<file path="config.mk">
export PLATFORM = sky130hd
export DESIGN_NAME = i2c_master_timer_flat
export DESIGN_NICKNAME = d
export VERILOG_FILES = /design/src/rtl/i2c_master_timer_pkg.sv /design/src/rtl/i2c_master_timer_if.sv /design/src/rtl/i2c_master_timer_quarter_cnt.sv /design/src/rtl/i2c_master_timer.sv /design/src/flat_wrapper.sv
export SDC_FILE = /design/constraint.sdc
export NUM_CORES = 1
export LEC_CHECK = 0
export ABC_AREA = 1
export BUFFER_PORTS_ARGS = -buffer_cell sky130_fd_sc_hd__buf_2
export CAP_MARGIN = 25
export CELL_PAD_IN_SITES_DETAIL_PLACEMENT = 0
export CELL_PAD_IN_SITES_GLOBAL_PLACEMENT = 1
export CORE_AREA = 2 2 67 69
export CTS_CLUSTER_SIZE = 10
export DETAILED_ROUTE_END_ITERATION = 8
export DIE_AREA = 0 0 69 71
export HOLD_SLACK_MARGIN = 0.08
export MAX_ROUTING_LAYER = met4
export PLACE_DENSITY = 0.84
export SKIP_LAST_GASP = 1
export SLEW_MARGIN = 20
export SYNTH_ARGS = -nofsm -noshare
export SYNTH_HDL_FRONTEND = slang
export SYNTH_HIERARCHICAL = 1
export SYNTH_SLANG_ARGS = --single-unit
</file>
<file path="constraint.sdc">
create_clock -name clk -period 4.7 [get_ports clk]
set_input_delay 0 -clock clk [delete_from_list [all_inputs] [get_ports clk]]
set_output_delay 0 -clock clk [all_outputs]
set_load 0.1 [all_outputs]
</file>
<file path="src/rtl/i2c_master_timer_pkg.sv">
// I2C master timer shared types.
// Commands, SDA source select, FSM state codes.
package i2c_master_pkg;

    typedef enum logic [1:0] {
        CMD_NOP   = 2'd0,
        CMD_START = 2'd1,
        CMD_BYTE  = 2'd2,
        CMD_STOP  = 2'd3
    } i2c_cmd_t;

    typedef enum logic [1:0] {
        SDA_DATA = 2'd0,
        SDA_LOW  = 2'd1,
        SDA_HIGH = 2'd2
    } sda_sel_t;

    typedef logic [3:0] state_t;

    localparam state_t S_IDLE  = 4'd0;
    localparam state_t S_RS_A  = 4'd1;
    localparam state_t S_ST_A  = 4'd2;
    localparam state_t S_ST_B  = 4'd3;
    localparam state_t S_ST_C  = 4'd4;
    localparam state_t S_HOLD  = 4'd5;
    localparam state_t S_BIT_L = 4'd6;
    localparam state_t S_BIT_H = 4'd7;
    localparam state_t S_SP_A  = 4'd8;
    localparam state_t S_SP_B  = 4'd9;
    localparam state_t S_SP_C  = 4'd10;

    localparam logic [3:0] ACK_BIT       = 4'd8;
    localparam logic [3:0] LAST_DATA_BIT = 4'd7;

    function automatic logic scl_pull(
        input state_t s
    );
        logic r;
        r = 1'b0;
        case (s)
            S_RS_A,
            S_ST_C,
            S_HOLD,
            S_BIT_L,
            S_SP_A:  r = 1'b1;
            default: r = 1'b0;
        endcase
        return r;
    endfunction

    function automatic sda_sel_t sda_of(
        input state_t s
    );
        sda_sel_t r;
        r = SDA_HIGH;
        case (s)
            S_ST_B,
            S_ST_C,
            S_HOLD,
            S_SP_A,
            S_SP_B:  r = SDA_LOW;
            S_BIT_L,
            S_BIT_H: r = SDA_DATA;
            default: r = SDA_HIGH;
        endcase
        return r;
    endfunction

endpackage

</file>
<file path="src/rtl/i2c_master_timer_if.sv">
// Command handshake and bus-side signals
// between the master control FSM and the timer.
interface i2c_master_timer_if;
    import i2c_master_pkg::*;

    i2c_cmd_t   cmd;
    logic       cmd_valid;
    logic       cmd_ready;
    logic       scl_in;
    logic       scl_oe;
    sda_sel_t   sda_sel;
    logic       shift_strobe;
    logic       sample_strobe;
    logic [3:0] bit_cnt;
    logic       byte_received;
    logic       ack_prep;
    logic       ack_check;
    logic       ack_done;
    logic       stop_done;
    logic       cmd_error;
    logic       busy;

    modport master (
        output cmd,
        output cmd_valid,
        output scl_in,
        input  cmd_ready,
        input  scl_oe,
        input  sda_sel,
        input  shift_strobe,
        input  sample_strobe,
        input  bit_cnt,
        input  byte_received,
        input  ack_prep,
        input  ack_check,
        input  ack_done,
        input  stop_done,
        input  cmd_error,
        input  busy
    );

    modport slave (
        input  cmd,
        input  cmd_valid,
        input  scl_in,
        output cmd_ready,
        output scl_oe,
        output sda_sel,
        output shift_strobe,
        output sample_strobe,
        output bit_cnt,
        output byte_received,
        output ack_prep,
        output ack_check,
        output ack_done,
        output stop_done,
        output cmd_error,
        output busy
    );

endinterface

</file>
<file path="src/rtl/i2c_master_timer_quarter_cnt.sv">
// Quarter-period counter with clear and
// clock-stretch hold; qtr marks the second quarter.
module i2c_quarter_cnt #(
    parameter  int QUARTER = 63,
    localparam int CNT_W   = $clog2(QUARTER)
) (
    input  logic clk,
    input  logic rst,
    input  logic clr,
    input  logic hold,
    output logic tick,
    output logic qtr
);

    localparam logic [CNT_W-1:0] LAST =
        CNT_W'(QUARTER - 1);

    logic [CNT_W-1:0] cnt;

    assign tick = !hold && (cnt == LAST);

    always_ff @(posedge clk) begin
        if (rst || clr) begin
            cnt <= '0;
            qtr <= 1'b0;
        end else if (hold) begin
            cnt <= '0;
        end else if (tick) begin
            cnt <= '0;
            qtr <= ~qtr;
        end else begin
            cnt <= cnt + CNT_W'(1);
        end
    end

endmodule

</file>
<file path="src/rtl/i2c_master_timer.sv">
// I2C master SCL generator and bit-phase sequencer:
// START / repeated START / byte / STOP on command.
module i2c_master_timer #(
    parameter int QUARTER = 63
) (
    input  logic              clk,
    input  logic              rst,
    i2c_master_timer_if.slave bus
);
    import i2c_master_pkg::*;

    state_t     state;
    state_t     nxt;
    logic       tick;
    logic       qtr;
    logic       clr;
    logic       hold;
    logic       accept;
    logic       last_q;
    logic       shift_n;
    logic       samp_n;
    logic       scl_n;
    sda_sel_t   sda_n;
    logic [3:0] bit_n;

    assign bus.cmd_ready = (state == S_IDLE) ||
                           (state == S_HOLD);
    assign bus.busy      = (state != S_IDLE);

    assign accept = bus.cmd_valid && bus.cmd_ready;
    assign last_q = tick && qtr;
    assign clr    = (nxt != state);

    // SCL released but still low: a slave is stretching
    assign hold = bus.busy && !bus.scl_oe &&
                  !bus.scl_in;

    i2c_quarter_cnt #(
        .QUARTER(QUARTER)
    ) u_qcnt (
        .clk (clk),
        .rst (rst),
        .clr (clr),
        .hold(hold),
        .tick(tick),
        .qtr (qtr)
    );

    always_comb begin
        nxt = state;
        unique case (state)
            S_IDLE: begin
                if (accept && bus.cmd == CMD_START)
                    nxt = S_ST_A;
            end
            S_HOLD: begin
                if (accept) begin
                    case (bus.cmd)
                        CMD_START: nxt = S_RS_A;
                        CMD_BYTE:  nxt = S_BIT_L;
                        CMD_STOP:  nxt = S_SP_A;
                        default:   nxt = S_HOLD;
                    endcase
                end
            end
            S_RS_A:  if (tick)   nxt = S_ST_A;
            S_ST_A:  if (tick)   nxt = S_ST_B;
            S_ST_B:  if (last_q) nxt = S_ST_C;
            S_ST_C:  if (tick)   nxt = S_HOLD;
            S_BIT_L: if (last_q) nxt = S_BIT_H;
            S_BIT_H: begin
                if (last_q)
                    nxt = (bus.bit_cnt == ACK_BIT) ?
                          S_HOLD : S_BIT_L;
            end
            S_SP_A:  if (tick)   nxt = S_SP_B;
            S_SP_B:  if (last_q) nxt = S_SP_C;
            S_SP_C:  if (last_q) nxt = S_IDLE;
            default: nxt = S_IDLE;
        endcase
    end

    always_comb begin
        bit_n = bus.bit_cnt;
        if (state == S_BIT_H && nxt == S_BIT_L)
            bit_n = bus.bit_cnt + 4'd1;
        else if (nxt != S_BIT_L && nxt != S_BIT_H)
            bit_n = 4'd0;
    end

    assign shift_n = (nxt == S_BIT_L) &&
                     (state != S_BIT_L);
    assign samp_n  = (state == S_BIT_H) &&
                     tick && !qtr;
    assign scl_n   = scl_pull(nxt);
    assign sda_n   = sda_of(nxt);

    always_ff @(posedge clk) begin
        if (rst) begin
            state             <= S_IDLE;
            bus.scl_oe        <= 1'b0;
            bus.sda_sel       <= SDA_HIGH;
            bus.bit_cnt       <= 4'd0;
            bus.shift_strobe  <= 1'b0;
            bus.sample_strobe <= 1'b0;
            bus.byte_received <= 1'b0;
            bus.ack_prep      <= 1'b0;
            bus.ack_check     <= 1'b0;
            bus.ack_done      <= 1'b0;
            bus.stop_done     <= 1'b0;
            bus.cmd_error     <= 1'b0;
        end else begin
            state      <= nxt;
            bus.scl_oe <= scl_n;
            // ACK -> HOLD: pull SCL first, move SDA a cycle later
            if (scl_n != bus.scl_oe &&
                sda_n != bus.sda_sel)
                bus.sda_sel <= bus.sda_sel;
            else
                bus.sda_sel <= sda_n;
            bus.bit_cnt       <= bit_n;
            bus.shift_strobe  <= shift_n;
            bus.ack_prep      <= shift_n &&
                                 (bit_n == ACK_BIT);
            bus.sample_strobe <= samp_n;
            bus.byte_received <= samp_n &&
                (bus.bit_cnt == LAST_DATA_BIT);
            bus.ack_check     <= samp_n &&
                (bus.bit_cnt == ACK_BIT);
            bus.ack_done      <= (state == S_BIT_H) &&
                                 (nxt == S_HOLD);
            bus.stop_done     <= (state == S_SP_C) &&
                                 (nxt == S_IDLE);
            bus.cmd_error     <= (state == S_IDLE) &&
                bus.cmd_valid &&
                (bus.cmd == CMD_BYTE ||
                 bus.cmd == CMD_STOP);
        end
    end

endmodule

</file>
<file path="src/flat_wrapper.sv">
// flat-port wrapper written by rule: the top's interface ports become plain ports
module i2c_master_timer_flat import i2c_master_pkg::*;
#(
    parameter int QUARTER = 63
)
  (clk, rst, bus_cmd, bus_cmd_valid, bus_scl_in, bus_cmd_ready, bus_scl_oe, bus_sda_sel, bus_shift_strobe, bus_sample_strobe, bus_bit_cnt, bus_byte_received, bus_ack_prep, bus_ack_check, bus_ack_done, bus_stop_done, bus_cmd_error, bus_busy);
  i2c_master_timer_if bus_i ();
  input  logic clk;
  input  logic rst;
  input wire logic [$bits(bus_i.cmd)-1:0] bus_cmd;
  input wire logic [$bits(bus_i.cmd_valid)-1:0] bus_cmd_valid;
  input wire logic [$bits(bus_i.scl_in)-1:0] bus_scl_in;
  output wire logic [$bits(bus_i.cmd_ready)-1:0] bus_cmd_ready;
  output wire logic [$bits(bus_i.scl_oe)-1:0] bus_scl_oe;
  output wire logic [$bits(bus_i.sda_sel)-1:0] bus_sda_sel;
  output wire logic [$bits(bus_i.shift_strobe)-1:0] bus_shift_strobe;
  output wire logic [$bits(bus_i.sample_strobe)-1:0] bus_sample_strobe;
  output wire logic [$bits(bus_i.bit_cnt)-1:0] bus_bit_cnt;
  output wire logic [$bits(bus_i.byte_received)-1:0] bus_byte_received;
  output wire logic [$bits(bus_i.ack_prep)-1:0] bus_ack_prep;
  output wire logic [$bits(bus_i.ack_check)-1:0] bus_ack_check;
  output wire logic [$bits(bus_i.ack_done)-1:0] bus_ack_done;
  output wire logic [$bits(bus_i.stop_done)-1:0] bus_stop_done;
  output wire logic [$bits(bus_i.cmd_error)-1:0] bus_cmd_error;
  output wire logic [$bits(bus_i.busy)-1:0] bus_busy;
  assign bus_i.cmd = bus_cmd;
  assign bus_i.cmd_valid = bus_cmd_valid;
  assign bus_i.scl_in = bus_scl_in;
  assign bus_cmd_ready = bus_i.cmd_ready;
  assign bus_scl_oe = bus_i.scl_oe;
  assign bus_sda_sel = bus_i.sda_sel;
  assign bus_shift_strobe = bus_i.shift_strobe;
  assign bus_sample_strobe = bus_i.sample_strobe;
  assign bus_bit_cnt = bus_i.bit_cnt;
  assign bus_byte_received = bus_i.byte_received;
  assign bus_ack_prep = bus_i.ack_prep;
  assign bus_ack_check = bus_i.ack_check;
  assign bus_ack_done = bus_i.ack_done;
  assign bus_stop_done = bus_i.stop_done;
  assign bus_cmd_error = bus_i.cmd_error;
  assign bus_busy = bus_i.busy;
  i2c_master_timer #(.QUARTER(QUARTER)) u_core (.clk(clk), .rst(rst), .bus(bus_i));
endmodule
</file>
==> results.tsv <==
metric	value	unit
slowest_stage	dfxtp_1	
num_vias	1476	
power.density	212	mW/mm²
cts_tree	done	
critPathMaxFanout	8	
die_x	69	µm
regToRegSetupSlack	1.98	ns
worst_setup_path_start_kind	flop	
r2r-start	u_core/state[1]	
synth_top_area_cell	dfxtp_1	
num_rows	24	
remaining_drc_errors	0	
fin_crit	2.72	ns
ys_seq_area_frac	0.320	
cp-endpoint	u_core/u_qcnt/cnt[3]	
cts-root-buf	clkbuf_8	
core	0.00420	mm²
hold_viol	0	
worstMarginPinSlew	0.495	ns
cpMostUsedCell	nor2_1	
synth_cell_type_count	27	
peakVddDrop	0.118	mV
finalSetupViolations	0	
gp_congestion	0.951	
drtPass1Iterations	4	
cp.required	4.90	ns
post-route-period-util	0.579	
seqPwrFrac	0.584	
mostFrequentLayoutCells	nand2_1 (61), nor2_1 (34), inv_1 (32), dfxtp_1 (26), buf_2 (22)	
p_comb_frac	0.103	
antenna_found_initial	0	
track_usage	0.155	
utilization	0.436	
drtAntennaViolNets	0	
grt_remaining_overflow	0	
synthCells	242	
hold_class	in -> reg	
p_leak	0.000884	µW
routedWlPerCell	10.6	µm
post_cts_buffers	0	
synthesis.area	0.00163	mm²
yosys_warnings	6	
layout-drive-gt1-share	0.245	
finClkSkew	0.00140	ns
crit_type	reg -> reg	
worst_ep_arrival_time	2.92	ns
clock-sinks	26	
synth_top_area_frac	0.320	
swShare	0.251	
drtIter0Drc	78	
die_h	71	µm
p_int	292	µW
cts_buffers	3	
ctsResizeCount	0	
grt_max_degree	17	
slowest_delay	0.52	ns
maxCapViolCount	0	
clk-insertion-delay-late	0.26	ns
drt_wl_total	3.38	mm
critPathLaunch	u_core/state[1]	
area_delta_synth_final	12.6	%
cts_hold_buf	0	
clock_tree.htree_level_count	1	
dieArea	0.00490	mm²
synth_area_leaders	dfxtp_1 (32%), nand2_1 (14%), nor2_1 (7.8%), inv_1 (7.4%), nand3_1 (5.5%)	
postSynthNetCount	252	
p_sw	97.6	µW
grt_pass1_vias	1446	
avgSynthCellArea	6.73	µm²
pin_count	23	
floorplan.initialDensity	0.387	
clk_path_buf_depth	2	
slew_violations	0	
layout_commonest_cell	nand2_1	
crit_path_end_kind	flop	
port_buffers	22	
routed_via_density	4.66	
fin_setup_tns	0	ns
antenna_cells	0	
layout.nets	277	
grt_pass1_wl	6.04	mm
rr_endpoint	u_core/u_qcnt/cnt[3]	
clk_pin_slew_worst_paths	0.08	ns
status	finished clean	
place_hpwl	2.72	mm
power_frac_clock	0.313	
crit_chain	nor2_1 > nand2_2 > nand2_1 > nor2_1 > inv_1 > nand3_2 > inv_1 > nand2_1 > inv_1 > nand3_1 > nand3_1 > nor2_2 > nand2_4 > a21oi_1 > o2111ai_1 > nor2_1 > nand2_1 > nor2_1 > inv_1 > nor2_1	
rsz0062_at_grt	false	
synth-seq-cells	26	
maxSlewHeadroom	0.672	
fmax	368	MHz
ff2ff_path_depth	20	
-- worst max-delay path: cells and delay by family (launching register included) --
kind                   cells  cell delay [ns]
AO/OA/AOI/OAI              2             0.25
buffers and inverters      4             0.34
flip-flops                 1             0.52
AND/OR/NAND/NOR           14             1.54
-- cells in the mapped netlist --
master / instances
nand2_4: 3
xnor2_1: 3
dfxtp_1: 26
nand3_1: 18
nand3_2: 3
nor3_1: 3
o21ai_1: 2
nor3_2: 2
o21ai_0: 1
nor4_1: 4
inv_2: 10
nand2_1: 61
nor2_1: 34
a21oi_4: 1
inv_1: 32
nand2_2: 7
a21oi_1: 9
o2111ai_1: 1
nor2_4: 4
nand4_1: 2
nand2_8: 2
nor2_2: 6
nor2_8: 1
buf_4: 1
o21ai_2: 1
clkbuf_1: 1
ha_1: 4
-- worst min path at each step --
stage,start,to,cells after the start
after CTS,bus_cmd_valid,u_core/bus.cmd_error,3
after global routing,rst,u_core/state[0],2
after detailed placement,bus_cmd_valid,u_core/bus.cmd_error,3
after floorplan,rst,u_core/bus.shift_strobe,1
final,rst,u_core/bus.bit_cnt[3],2
after global placement,rst,u_core/state[2],2
-- layer usage --
| metal | vias to the layer above | GRT usage | part of all wire |
|---|---|---|---|
| li1 | 793 | - | - |
| met3 | 6 | 0.0385 | 0.051 |
| met1 | 641 | 0.175 | 0.43 |
| met2 | 36 | 0.271 | 0.50 |
| met5 | - | - | 0 |
| met4 | 0 | 0.0458 | 0.015 |
-- final cells by class --
type                       count  area [µm²]
inverter                      42         158
fill                         466        2370
tap                           52        65.1
multi-input combinational    172         940
clock buffer                   3        41.3
timing repair buffer          22         110
sequential                    26         520
-- flip-flops by register name, summed over array words and instances (netlist names) --
register and flops:
u_core/bus.byte_received 1, u_core/bus.scl_oe 1, u_core/bus.shift_strobe 1, u_core/bus.ack_check 1
u_core/u_qcnt/cnt 6, u_core/bus.stop_done 1, u_core/bus.bit_cnt 4, u_core/bus.ack_done 1
u_core/bus.ack_prep 1, u_core/bus.sample_strobe 1, u_core/state 4, u_core/u_qcnt/qtr 1
u_core/bus.cmd_error 1, u_core/bus.sda_sel 2
-- through the flow --
stage               hold slack [ns]  cell area, µm²  setup slack [ns]  instances  power (µW)
floorplan                    0.0722            1630              1.89        242         264
detailed placement            0.378            1790              1.98        314         273
finish                       0.0971            1830              1.98        317         389
global route                  0.100            1830              1.60        317         413
global placement              0.376            1790              2.07        314         273
CTS                          0.0851            1830              1.96        317         397
-- kinds of logic (layout without fill, tap and decap cells) --
group           count (synthesis)  after routing  share of synthesized area
compound gates                 15             15                     0.0576
simple gates                  150            150                      0.472
xor+xnor                        3              3                     0.0161
flops                          26             26                      0.320
fa+ha+maj                       4              4                     0.0307
buf+inv                        44             67                      0.104
-- power groups by stage --
stage | Clock (µW) | Combinational, µW | Sequential, µW
2_1_floorplan | 0 | 30.1 | 234
3_3_place_gp | 0 | 40.7 | 233
3_5_place_dp | 0 | 40.5 | 233
4_1_cts | 129 | 40.7 | 228
5_1_grt | 141 | 44.5 | 228
6_report | 122 | 40.0 | 227
Note: power is estimated with default switching activity, not from simulation.
